$ cat config.mk
export PLATFORM = sky130hd
export DESIGN_NAME = lcd_pix_serializer_flat
export DESIGN_NICKNAME = d
export VERILOG_FILES = /design/src/rtl/lcd_pix_serializer_if.sv /design/src/rtl/lcd_pix_serializer.sv /design/src/flat_wrapper.sv
export SDC_FILE = /design/constraint.sdc
export NUM_CORES = 1
export LEC_CHECK = 0
export CAP_MARGIN = 20
export CELL_PAD_IN_SITES_DETAIL_PLACEMENT = 2
export CELL_PAD_IN_SITES_GLOBAL_PLACEMENT = 2
export CORE_ASPECT_RATIO = 1.1
export CORE_UTILIZATION = 25
export DETAILED_ROUTE_END_ITERATION = 10
export GPL_ROUTABILITY_DRIVEN = 0
export PLACE_DENSITY_LB_ADDON = 0.15
export SYNTH_ARGS = -nofsm -noshare
export SYNTH_HDL_FRONTEND = slang
export SYNTH_SLANG_ARGS = --single-unit
$ cat constraint.sdc
create_clock -name clk -period 2.3 [get_ports clk]
set_input_delay 0.345 -clock clk [delete_from_list [all_inputs] [get_ports clk]]
set_output_delay 0.345 -clock clk [all_outputs]
set_load 0.005 [all_outputs]
$ cat src/rtl/lcd_pix_serializer_if.sv
// rtl/lcd_pix_serializer_if.sv - GPU word stream and PHY byte stream bundle
// master drives words in and consumes bytes; slave is the serializer.
interface lcd_pix_serializer_if #(
  parameter int BYTES = 2
);
  logic [8*BYTES-1:0] gpu_data;
  logic               gpu_sof;
  logic               gpu_valid;
  logic               gpu_ready;
  logic [7:0]         phy_data;
  logic               phy_rs;
  logic               phy_valid;
  logic               phy_ready;

  modport master (
    output gpu_data, gpu_sof, gpu_valid, phy_ready,
    input  gpu_ready, phy_data, phy_rs, phy_valid
  );

  modport slave (
    input  gpu_data, gpu_sof, gpu_valid, phy_ready,
    output gpu_ready, phy_data, phy_rs, phy_valid
  );
endinterface

$ cat src/rtl/lcd_pix_serializer.sv
// rtl/lcd_pix_serializer.sv - pixel word to LCD byte stream serializer
// Inserts a write-memory command before each frame and counts pixels per frame.
module lcd_pix_serializer #(
  parameter int          BYTES    = 2,
  parameter int          CNT_W    = 17,
  parameter logic [7:0]  CMD_BYTE = 8'h2c
) (
  input  logic                 clk,
  input  logic                 rst,
  input  logic                 cfg_swap,
  input  logic [CNT_W-1:0]     cfg_npix,
  lcd_pix_serializer_if.slave  bus,
  output logic                 frame_done,
  output logic                 err_short,
  output logic [CNT_W-1:0]     pix_cnt
);

  localparam int IDX_W = (BYTES > 1) ? $clog2(BYTES) : 1;
  localparam logic [IDX_W-1:0] LAST_IDX = IDX_W'(BYTES - 1);

  typedef enum logic [1:0] {ST_EMPTY, ST_CMD, ST_DATA} state_t;

  state_t             state_q, state_d;
  logic [8*BYTES-1:0] data_q, data_d;
  logic               swap_q, swap_d;
  logic [IDX_W-1:0]   idx_q, idx_d;
  logic [CNT_W-1:0]   pix_cnt_q, pix_cnt_d;
  logic               frame_done_q, frame_done_d;
  logic               err_short_q, err_short_d;

  logic               accept;
  logic               phy_hs;
  logic               pix_done;
  logic [IDX_W-1:0]   sel;

  assign accept   = bus.gpu_valid & bus.gpu_ready;
  assign phy_hs   = bus.phy_valid & bus.phy_ready;
  assign pix_done = (state_q == ST_DATA) & phy_hs & (idx_q == LAST_IDX);

  always_ff @(posedge clk) begin
    if (rst) begin
      state_q      <= ST_EMPTY;
      data_q       <= '0;
      swap_q       <= 1'b0;
      idx_q        <= '0;
      pix_cnt_q    <= '0;
      frame_done_q <= 1'b0;
      err_short_q  <= 1'b0;
    end else begin
      state_q      <= state_d;
      data_q       <= data_d;
      swap_q       <= swap_d;
      idx_q        <= idx_d;
      pix_cnt_q    <= pix_cnt_d;
      frame_done_q <= frame_done_d;
      err_short_q  <= err_short_d;
    end
  end

  always_comb begin
    state_d      = state_q;
    data_d       = data_q;
    swap_d       = swap_q;
    idx_d        = idx_q;
    pix_cnt_d    = pix_cnt_q;
    frame_done_d = 1'b0;
    err_short_d  = 1'b0;

    case (state_q)
      ST_CMD: begin
        if (phy_hs) begin
          state_d = ST_DATA;
          idx_d   = '0;
        end
      end
      ST_DATA: begin
        if (phy_hs) begin
          if (idx_q != LAST_IDX) begin
            idx_d = idx_q + IDX_W'(1);
          end else begin
            state_d = ST_EMPTY;
          end
        end
      end
      default: ;
    endcase

    // A new word can only be taken when the register is empty or draining its last byte.
    if (accept) begin
      data_d  = bus.gpu_data;
      swap_d  = cfg_swap;
      idx_d   = '0;
      state_d = bus.gpu_sof ? ST_CMD : ST_DATA;
    end

    if (pix_done) begin
      pix_cnt_d = pix_cnt_q + CNT_W'(1);
      if ((cfg_npix != '0) && (pix_cnt_d == cfg_npix)) begin
        frame_done_d = 1'b1;
        pix_cnt_d    = '0;
      end
    end

    // Short-frame check sees the count after the old pixel has been credited.
    if (accept && bus.gpu_sof) begin
      err_short_d = (cfg_npix != '0) && (pix_cnt_d != '0);
      pix_cnt_d   = '0;
    end
  end

  always_comb begin
    bus.gpu_ready = 1'b0;
    bus.phy_valid = 1'b0;
    bus.phy_rs    = 1'b1;
    bus.phy_data  = '0;
    sel           = swap_q ? idx_q : (LAST_IDX - idx_q);

    case (state_q)
      ST_EMPTY: begin
        bus.gpu_ready = 1'b1;
      end
      ST_CMD: begin
        bus.phy_valid = 1'b1;
        bus.phy_rs    = 1'b0;
        bus.phy_data  = CMD_BYTE;
      end
      ST_DATA: begin
        bus.phy_valid = 1'b1;
        for (int i = 0; i < BYTES; i++) begin
          if (sel == IDX_W'(i)) begin
            bus.phy_data = data_q[8*i +: 8];
          end
        end
        bus.gpu_ready = (idx_q == LAST_IDX) & bus.phy_ready;
      end
      default: ;
    endcase
  end

  assign frame_done = frame_done_q;
  assign err_short  = err_short_q;
  assign pix_cnt    = pix_cnt_q;

endmodule

$ cat src/flat_wrapper.sv
// flat-port wrapper written by rule: the top's interface ports become plain ports
module lcd_pix_serializer_flat 
#(
  parameter int          BYTES    = 2,
  parameter int          CNT_W    = 17,
  parameter logic [7:0]  CMD_BYTE = 8'h2c
)
  (clk, rst, cfg_swap, cfg_npix, frame_done, err_short, pix_cnt, bus_gpu_data, bus_gpu_sof, bus_gpu_valid, bus_phy_ready, bus_gpu_ready, bus_phy_data, bus_phy_rs, bus_phy_valid);
  lcd_pix_serializer_if #(.BYTES(BYTES)) bus_i ();
  input  logic clk;
  input  logic rst;
  input  logic cfg_swap;
  input  logic [CNT_W-1:0] cfg_npix;
  output logic frame_done;
  output logic err_short;
  output logic [CNT_W-1:0] pix_cnt;
  input wire logic [$bits(bus_i.gpu_data)-1:0] bus_gpu_data;
  input wire logic [$bits(bus_i.gpu_sof)-1:0] bus_gpu_sof;
  input wire logic [$bits(bus_i.gpu_valid)-1:0] bus_gpu_valid;
  input wire logic [$bits(bus_i.phy_ready)-1:0] bus_phy_ready;
  output wire logic [$bits(bus_i.gpu_ready)-1:0] bus_gpu_ready;
  output wire logic [$bits(bus_i.phy_data)-1:0] bus_phy_data;
  output wire logic [$bits(bus_i.phy_rs)-1:0] bus_phy_rs;
  output wire logic [$bits(bus_i.phy_valid)-1:0] bus_phy_valid;
  assign bus_i.gpu_data = bus_gpu_data;
  assign bus_i.gpu_sof = bus_gpu_sof;
  assign bus_i.gpu_valid = bus_gpu_valid;
  assign bus_i.phy_ready = bus_phy_ready;
  assign bus_gpu_ready = bus_i.gpu_ready;
  assign bus_phy_data = bus_i.phy_data;
  assign bus_phy_rs = bus_i.phy_rs;
  assign bus_phy_valid = bus_i.phy_valid;
  lcd_pix_serializer #(.BYTES(BYTES), .CNT_W(CNT_W), .CMD_BYTE(CMD_BYTE)) u_core (.clk(clk), .rst(rst), .cfg_swap(cfg_swap), .cfg_npix(cfg_npix), .bus(bus_i), .frame_done(frame_done), .err_short(err_short), .pix_cnt(pix_cnt));
endmodule
Word level (Yosys, flattened, before mapping) --
Index checks and enable logic that the tools add are counted.
Storage, ports and cells: register bits after elaboration 39, bits of input ports 39, output and inout port bits 30, logic and storage cells 59
Cells by class: add/sub/neg operators 3, eq/ne operators 8, multiplexer cells 19, bitwise logic cells 7, reductions and logical operators 15
Operators with widths (count):
- $mux 17 | 2
- $reduce_bool 17->1 | 2
- $add 17x1->17 const B | 1
- $eq 17x17->1 | 1
- $pmux 8 s2 | 1
- $mux 2 | 5
- $reduce_or 2->1 | 5
- $ne 3x1->1 const B | 3
- $mux 8 | 1
- $mux 1 | 7
- $and 1x1->1 | 5
- $ne 2x1->1 const B | 2
- $pmux 1 s2 | 2
- $pmux 2 s2 | 1
- $reduce_and 4->1 | 1
- $logic_and 1x1->1 | 3
- $reduce_and 3->1 | 1
- $reduce_bool 3->1 | 1
- $eq 2x1->1 const B | 1
- $eq 2x2->1 const B | 1
- $logic_not 2->1 | 1
- $not 1->1 | 2
- $reduce_bool 2->1 | 1
- $add 1x1->1 const B | 1
- $sub 1x1->1 const A | 1

Depth between registers and ports, before layout --
Gate-level depths: netlist of the first run.
depth in word-level cells 9, gate-level depth with buffers 12, mapped depth without buffers 9

Worst setup path before layout of the first run --
Ideal clock, no wire load.
kind reg-to-reg, start register u_core.pix_cnt_q[0], in the netlist u_core.pix_cnt[0], end register u_core.pix_cnt_q[8], in the netlist u_core.pix_cnt[8], setup time 0.132 ns, data arrival time 2.394 ns, required time 2.168 ns, path slack -0.226 ns, cell stages (with the launch flop) 13, buffers on the path 3, period minus slack after synthesis 2.526 ns, cells stage by stage dfxtp_1 ha_1 buf_2 nand4_2 nor2_2 xnor2_1 or3_1 nor4_1 nand4b_1 buf_2 buf_6 o21ai_1 a21oi_1
Between the ends: longest elaborated chain between the ends 5
Ends and longest elaborated chain:
- start, declared | RTL line lcd_pix_serializer.sv:27 | logic [CNT_W-1:0] pix_cnt_q, pix_cnt_d;
- start signal, assigned | RTL line lcd_pix_serializer.sv:54 | pix_cnt_q <= pix_cnt_d;
- $add 17x1->17 (*) | RTL line lcd_pix_serializer.sv:97 | pix_cnt_d = pix_cnt_q + CNT_W'(1);
- $eq 17x17->1 | RTL line lcd_pix_serializer.sv:98 | if ((cfg_npix != '0) && (pix_cnt_d == cfg_npix)) begin
- $logic_and 1x1->1 | RTL line lcd_pix_serializer.sv:98
- $mux 17 (*) | RTL line lcd_pix_serializer.sv:98
- $mux 17 (*) | RTL line lcd_pix_serializer.sv:96 | if (pix_done) begin
Mark *: on every way between the ends. The rest lies on a longest branch, timed or not. A chain may end at the register's enable or synchronous reset.

Worst setup path in the final report of the first run --
start register u_core.pix_cnt_q[1], in the netlist u_core.pix_cnt[1], end register u_core.pix_cnt_q[15], in the netlist u_core.pix_cnt[15]
The elaborated chain is that of the path after synthesis.

==> impl_metrics.toml, run 1 <==
[run_status]
status = "finished with violations"
violations = "negative setup slack"

[synth]
syn_area_um2 = 2770
syn_area_per_cell_um2 = 7.36
synth_fa_ha_area_share_pct = 1.81
synthMuxAreaShare_pct = 3.62
yosysWarnings = 0
synthFlopType = "dfxtp_1"
synth_top_family_by_area = "simple AND/OR/NAND/NOR gates"
syn-instance-count = 376
synth_area_leaders = "dfxtp_1, nand2_1, xnor2_1"
synthSimpleGateAreaFrac_pct = 35.3
synth_top_area_cell = "dfxtp_1"
syn_nets = 419
synth_edf_count = 0
ys_types = 49
synth-compound-area-share_pct = 15.1
synth_top_area_share_pct = 28.2
yosysSeqAreaShare_pct = 28.2
synth-seq-cells = 39
async_reset_ff_share_pct = 0
synth-xor-area-share_pct = 9.17

[setup_path]
cp-end-kind = "register"
endpoint = "u_core.pix_cnt[15]"
worstSetupPathType = "register to register"
cp-startpoint = "u_core.pix_cnt[1]"
critPathArrivalTime_ps = 2770
crit_family = "simple AND/OR/NAND/NOR gates"
crit_cells = 11
path_cells = "nand3_4, nor4_2, buf_4, nor3b_2, or3_4, nor4_4, nand4b_1, buf_6, clkbuf_16, nand3b_1, a31oi_1"
r2r_slack_ps = -300
critical_path_required_ps = 2470
worstReg2RegStart = "u_core.pix_cnt[1]"
reg2reg_to = "u_core.pix_cnt[15]"
critPathBufInv = 3
slowest_stage = "dfxtp_4"
path_max_fanout = 7
startpoint_type = "register"
reg2reg_depth = 11
cp_slowest_stage_delay_ps = 380

[cts]
htree_levels = 2
clock-sinks = 39
clock_tree.buffer_depth = 2
clk_pin_slew_ps = 60
cts_tree = "yes"
cts_buffers = 5
clk_root_buffer_cell = "clkbuf_16"
clk_latency_ps = 280
cts_hold_buf = 0

[timing]
setup-violations-final = 19
final_max_slew_viol_count = 0
setup_slack_ps = -299
period_minus_slack_ps = 2600
hold_ws_ps = 458
relSlewSlack_pct = 56.1
max_freq_ghz = 0.385
rsz0062_at_grt = "yes"
final-hold-violation-count = 0
worst_pin_slew_ps = 657
fin_skew_ps = 5.62
fin_crit_sh_pct = 113

[power]
p_per_area_nw_per_um2 = 419
clockPowerShare_pct = 41.2
leakage_nw = 1.76
switching_power_uw = 516
pwr-share-seq_pct = 37.5
switching_share_pct = 26.6
ir_drop_mv = 0.270
power.total_mw = 1.94
pwr-share-comb_pct = 21.2
p_int_mw = 1.43

[floorplanning]
die_x_um = 102
ioPinCount = 69
core_um2 = 10600
die_h_um = 112
dieArea_um2 = 11500
start_util_pct = 26.1
rows = 39

[global_route]
grt_pass1_vias = 3507
gr-usage-all-layers_pct = 21.5
overflow = 0
antenna_found_initial = 0
grt_pass1_wl_mm = 18.8
grt_max_degree = 21

[final_layout]
final_util_pct = 43.8
areaGrowthSynthToFinish_pct = 67.3
finalNonFillerCells = 651
final_cell_mix = "buf_4, clkdlybuf4s50_1, nand2_1"
mostFrequentLayoutCell = "buf_4"
nets = 550
antenna_cells = 0
layout-drive-gt1-share_pct = 30.5

[place]
dp.cells = 624
place_ws_ps = -348
port_buffers = 68
dp_hpwl_mm = 8.51

[drt]
first_iter_violations = 59
remaining_drc_errors = 0
ant_nets = 0
first_pass_iters = 5
detailroute.via_count = 3326
viasPerCell = 5.11
drt_wl_total_mm = 12.8
wl_per_cell_um = 19.7

[min_path]
hold_path_depth = 2
min_path_type = "register to register"

[job]
drv_cap = 0
-- logic make-up after synthesis --
| kind of cell | count (synthesis) |
|---|---|
| compound gates | 69 |
| flops | 39 |
| simple gates | 187 |
| buf+inv | 38 |
| mux | 10 |
| fa+ha+maj | 4 |
| xor+xnor | 29 |
-- cells in the mapped netlist (all sizes together), types with 8 or more instances --
cell and number:
nand2 66, and2 8, o21ai 13, mux2i 10, xnor2 24, nand3 22, dfxtp 39, nor3 20
clkbuf 17, nand4 10, a21oi 28, nor2 24, a31oi 15, buf 15, nor4 12
-- worst min-delay path by stage --
stage,start,end
final,u_core.data_q[6],u_core.data_q[6]
after global routing,u_core.data_q[6],u_core.data_q[6]
after CTS,u_core.data_q[10],u_core.data_q[10]
after detailed placement,u_core.data_q[6],u_core.data_q[6]
after global placement,u_core.data_q[5],u_core.data_q[5]
after floorplan,u_core.data_q[0],u_core.data_q[0]
-- state kept, by name (all words and copies together) (netlist names) --
register and count:
u_core.state_q 2, u_core.swap_q 1, u_core.frame_done 1, u_core.err_short 1, u_core.idx_q 1, u_core.pix_cnt 17
u_core.data_q 16
-- stage by stage --
step | TNS, ps | cell area (um^2)
after detailed placement | -5830 | 4030
after CTS | -742 | 4430
after global routing | -5680 | 4630
after global placement | -3970 | 4030
final | -4910 | 4630
after floorplan | -8.91 | 2840
-- worst reg2reg max path: cells and delay by family (launching register included) --
family	cells	cell delay (ps)
flops	1	380
buf+inv	3	550
simple gates	7	1480
compound gates	1	80
-- layout make-up --
class / count / area (um^2)
Clock buffer: 5 / 125
Tap cell: 143 / 179
Timing Repair Buffer: 156 / 1420
Clock inverter: 3 / 43.8
Fill cell: 1207 / 5960
Sequential cell: 39 / 806
Inverter: 6 / 22.5
Multi-Input combinational cell: 299 / 2040
-- power groups by stage --
stage,sequential [mW],clock [mW],combinational (mW)
after detailed placement,0.743,0,0.396
after global routing,0.733,0.856,0.456
after global placement,0.741,0,0.385
after floorplan,0.737,0,0.195
after CTS,0.729,0.820,0.406
final,0.729,0.801,0.412
-- metal layers --
| metal | global-route usage (%) | vias up | share of wire [%] | routed length, um |
|---|---|---|---|---|
| li1 | - | 1579 | - | - |
| met1 | 25.0 | 1619 | 40 | 5180 |
| met2 | 38.3 | 100 | 52 | 6710 |
| met3 | 3.36 | 28 | 3.6 | 459 |
| met4 | 9.05 | 0 | 3.8 | 489 |
| met5 | 0 | - | 0 | 0 |
-- timing repair --
action	4_1_cts	5_1_grt
gates resized for setup	30	27
gates cloned	1	1
pin swaps	10	18
setup buffers	9	8
setup endpoints to repair	27	26
Power figures use the tool's default switching activity.
==> inputs of run 2 (changes only) <==
--- a/config.mk
+++ b/config.mk
@@ -9,10 +9,11 @@
 export CELL_PAD_IN_SITES_DETAIL_PLACEMENT = 2
 export CELL_PAD_IN_SITES_GLOBAL_PLACEMENT = 2
 export CORE_ASPECT_RATIO = 1.1
-export CORE_UTILIZATION = 25
+export CORE_UTILIZATION = 30
 export DETAILED_ROUTE_END_ITERATION = 10
 export GPL_ROUTABILITY_DRIVEN = 0
 export PLACE_DENSITY_LB_ADDON = 0.15
+export SKIP_CTS_REPAIR_TIMING = 1
 export SYNTH_ARGS = -nofsm -noshare
 export SYNTH_HDL_FRONTEND = slang
 export SYNTH_SLANG_ARGS = --single-unit
==> constraint.sdc (replaced) <==
create_clock -name clk -period 3.1 [get_ports clk]
set_input_delay 0.465 -clock clk [delete_from_list [all_inputs] [get_ports clk]]
set_output_delay 0.465 -clock clk [all_outputs]
set_load 0.05 [all_outputs]
==> run 2 against run 1 <==
- the flow now finishes without violations
- critical path depth fell by 1
- count of clock-buffer cells in the layout unchanged
- hold slack better by 4.6 ps
- global-route usage is 0.72 points lower
- first-iteration DRC count did not move
- routed wire length is 25% lower
- sequential power is 26% lower
- register-to-register slack improved by 590 ps
- clock skew is 2.3 ps higher
- cell count shrank 15%
- via count down 11%
- non-clock buffer count is 67 lower
- largest cell class unchanged
- largest power group is now registers
==> impl_metrics.toml, run 2 (same netlist as run 1, synthesis figures left out) <==
[drt]
remaining_drc_errors = 0
first_iter_violations = 59
drt_wl_total_mm = 9.62
detailroute.via_count = 2969
wl_per_cell_um = 17.3
ant_nets = 0
viasPerCell = 5.35
first_pass_iters = 4

[timing]
final-hold-violation-count = 0
fin_crit_sh_pct = 90.5
fin_tns_setup_ps = 0
fin_skew_ps = 7.88
period_minus_slack_ps = 2800
setup-violations-final = 0
relSlewSlack_pct = 59.8
worst_pin_slew_ps = 602
rsz0062_at_grt = "no"
final_max_slew_viol_count = 0
max_freq_ghz = 0.357

[cts]
clock-sinks = 39
htree_levels = 2
clk_latency_ps = 300
clk_pin_slew_ps = 90
clk_root_buffer_cell = "clkbuf_8"
cts_buffers = 5
clock_tree.buffer_depth = 2
cts_tree = "yes"

[final_layout]
design_area_um2 = 3720
nets = 483
antenna_cells = 0
layout-drive-gt1-share_pct = 11.8
final_cell_mix = "nand2_1, clkdlybuf4s50_1, dfxtp_1"
final_util_pct = 41.8
areaGrowthSynthToFinish_pct = 34.5
regArea_um2 = 781
largest_register_ffs = 17
mostFrequentLayoutCell = "nand2_1"
multi_input_area_um2 = 1820
nFillCells = 1043

[floorplanning]
rows = 36
ioPinCount = 69
start_util_pct = 31.0
core_um2 = 8920
die_x_um = 93.6
die_h_um = 103
dieArea_um2 = 9620

[global_route]
overflow = 0
antenna_found_initial = 0
grt_pass1_vias = 3110
gr-usage-all-layers_pct = 20.8
grt_max_degree = 30
grt_pass1_wl_mm = 15.5

[setup_path]
endpoint = "u_core.pix_cnt[5]"
startpoint_type = "register"
worstReg2RegStart = "u_core.pix_cnt[0]"
cp-end-kind = "register"
worstSetupPathType = "register to register"
reg2reg_depth = 10
path_max_fanout = 29
critical_path_required_ps = 3280
cp-startpoint = "u_core.pix_cnt[0]"
critPathArrivalTime_ps = 2980
reg2reg_to = "u_core.pix_cnt[5]"
r2r_slack_ps = 300

[place]
port_buffers = 68
dp_hpwl_mm = 7.41
placed_cell_area_um2 = 3600

[job]
drv_cap = 0

[power]
p_per_area_nw_per_um2 = 350
ir_drop_mv = 0.156
power.total_mw = 1.30
leakage_nw = 1.29

[min_path]
min_path_type = "register to register"

[run_status]
status = "complete, no violations"
-- run 2: worst min path at each step --
stage	cells past startpoint	slack, ps	startpoint	to
2_1_floorplan	2	440	u_core.data_q[0]	u_core.data_q[0]
3_3_place_gp	2	440	u_core.data_q[13]	u_core.data_q[13]
3_5_place_dp	2	450	u_core.data_q[0]	u_core.data_q[0]
4_1_cts	2	470	u_core.data_q[0]	u_core.data_q[0]
5_1_grt	2	490	u_core.data_q[10]	u_core.data_q[10]
6_report	2	460	u_core.data_q[0]	u_core.data_q[0]
-- run 2: layout make-up --
cell class                      instances  share of cell area (%)
Timing Repair Buffer                   89                    22.8
Tap cell                              114                    3.83
Sequential cell                        39                    21.0
Clock inverter                          3                    1.18
Clock buffer                            5                    1.85
Inverter                                6                   0.605
Multi-Input combinational cell        299                    48.7
-- run 2: power breakdown --
group | total, mW | internal, mW | switching [mW]
registers | 0.543 | 0.526 | 0.0173
logic | 0.320 | 0.141 | 0.179
clock network | 0.439 | 0.240 | 0.199
total | 1.30 | 0.907 | 0.396
-- run 2: critical path, stage by stage (launching register included) --
cell and delay [ps]:
dfxtp_1 520, nand3_2 240, buf_4 230, nor4_2 420
mux2i_1 310, o211ai_1 130, a211oi_1 240, nand4b_1 180
buf_12 210, nand3_1 100, a31oi_1 90
-- run 2: routing by layer --
| metal | vias to the layer above | share of wire (%) | track usage, % | wire length (um) |
|---|---|---|---|---|
| li1 | 1441 | - | - | - |
| met1 | 1450 | 44 | 24.1 | 4190 |
| met2 | 64 | 52 | 39.5 | 4990 |
| met3 | 14 | 3.1 | 2.43 | 298 |
| met4 | 0 | 1.5 | 6.75 | 141 |
| met5 | - | 0 | 0 | 0 |
-- run 2: stage by stage --
stage,hold slack [ps],setup slack [ps],cells
after floorplan,436,200,376
after global placement,443,241,547
after detailed placement,454,209,547
after CTS,467,31.8,555
after global routing,491,102,555
final,462,296,555
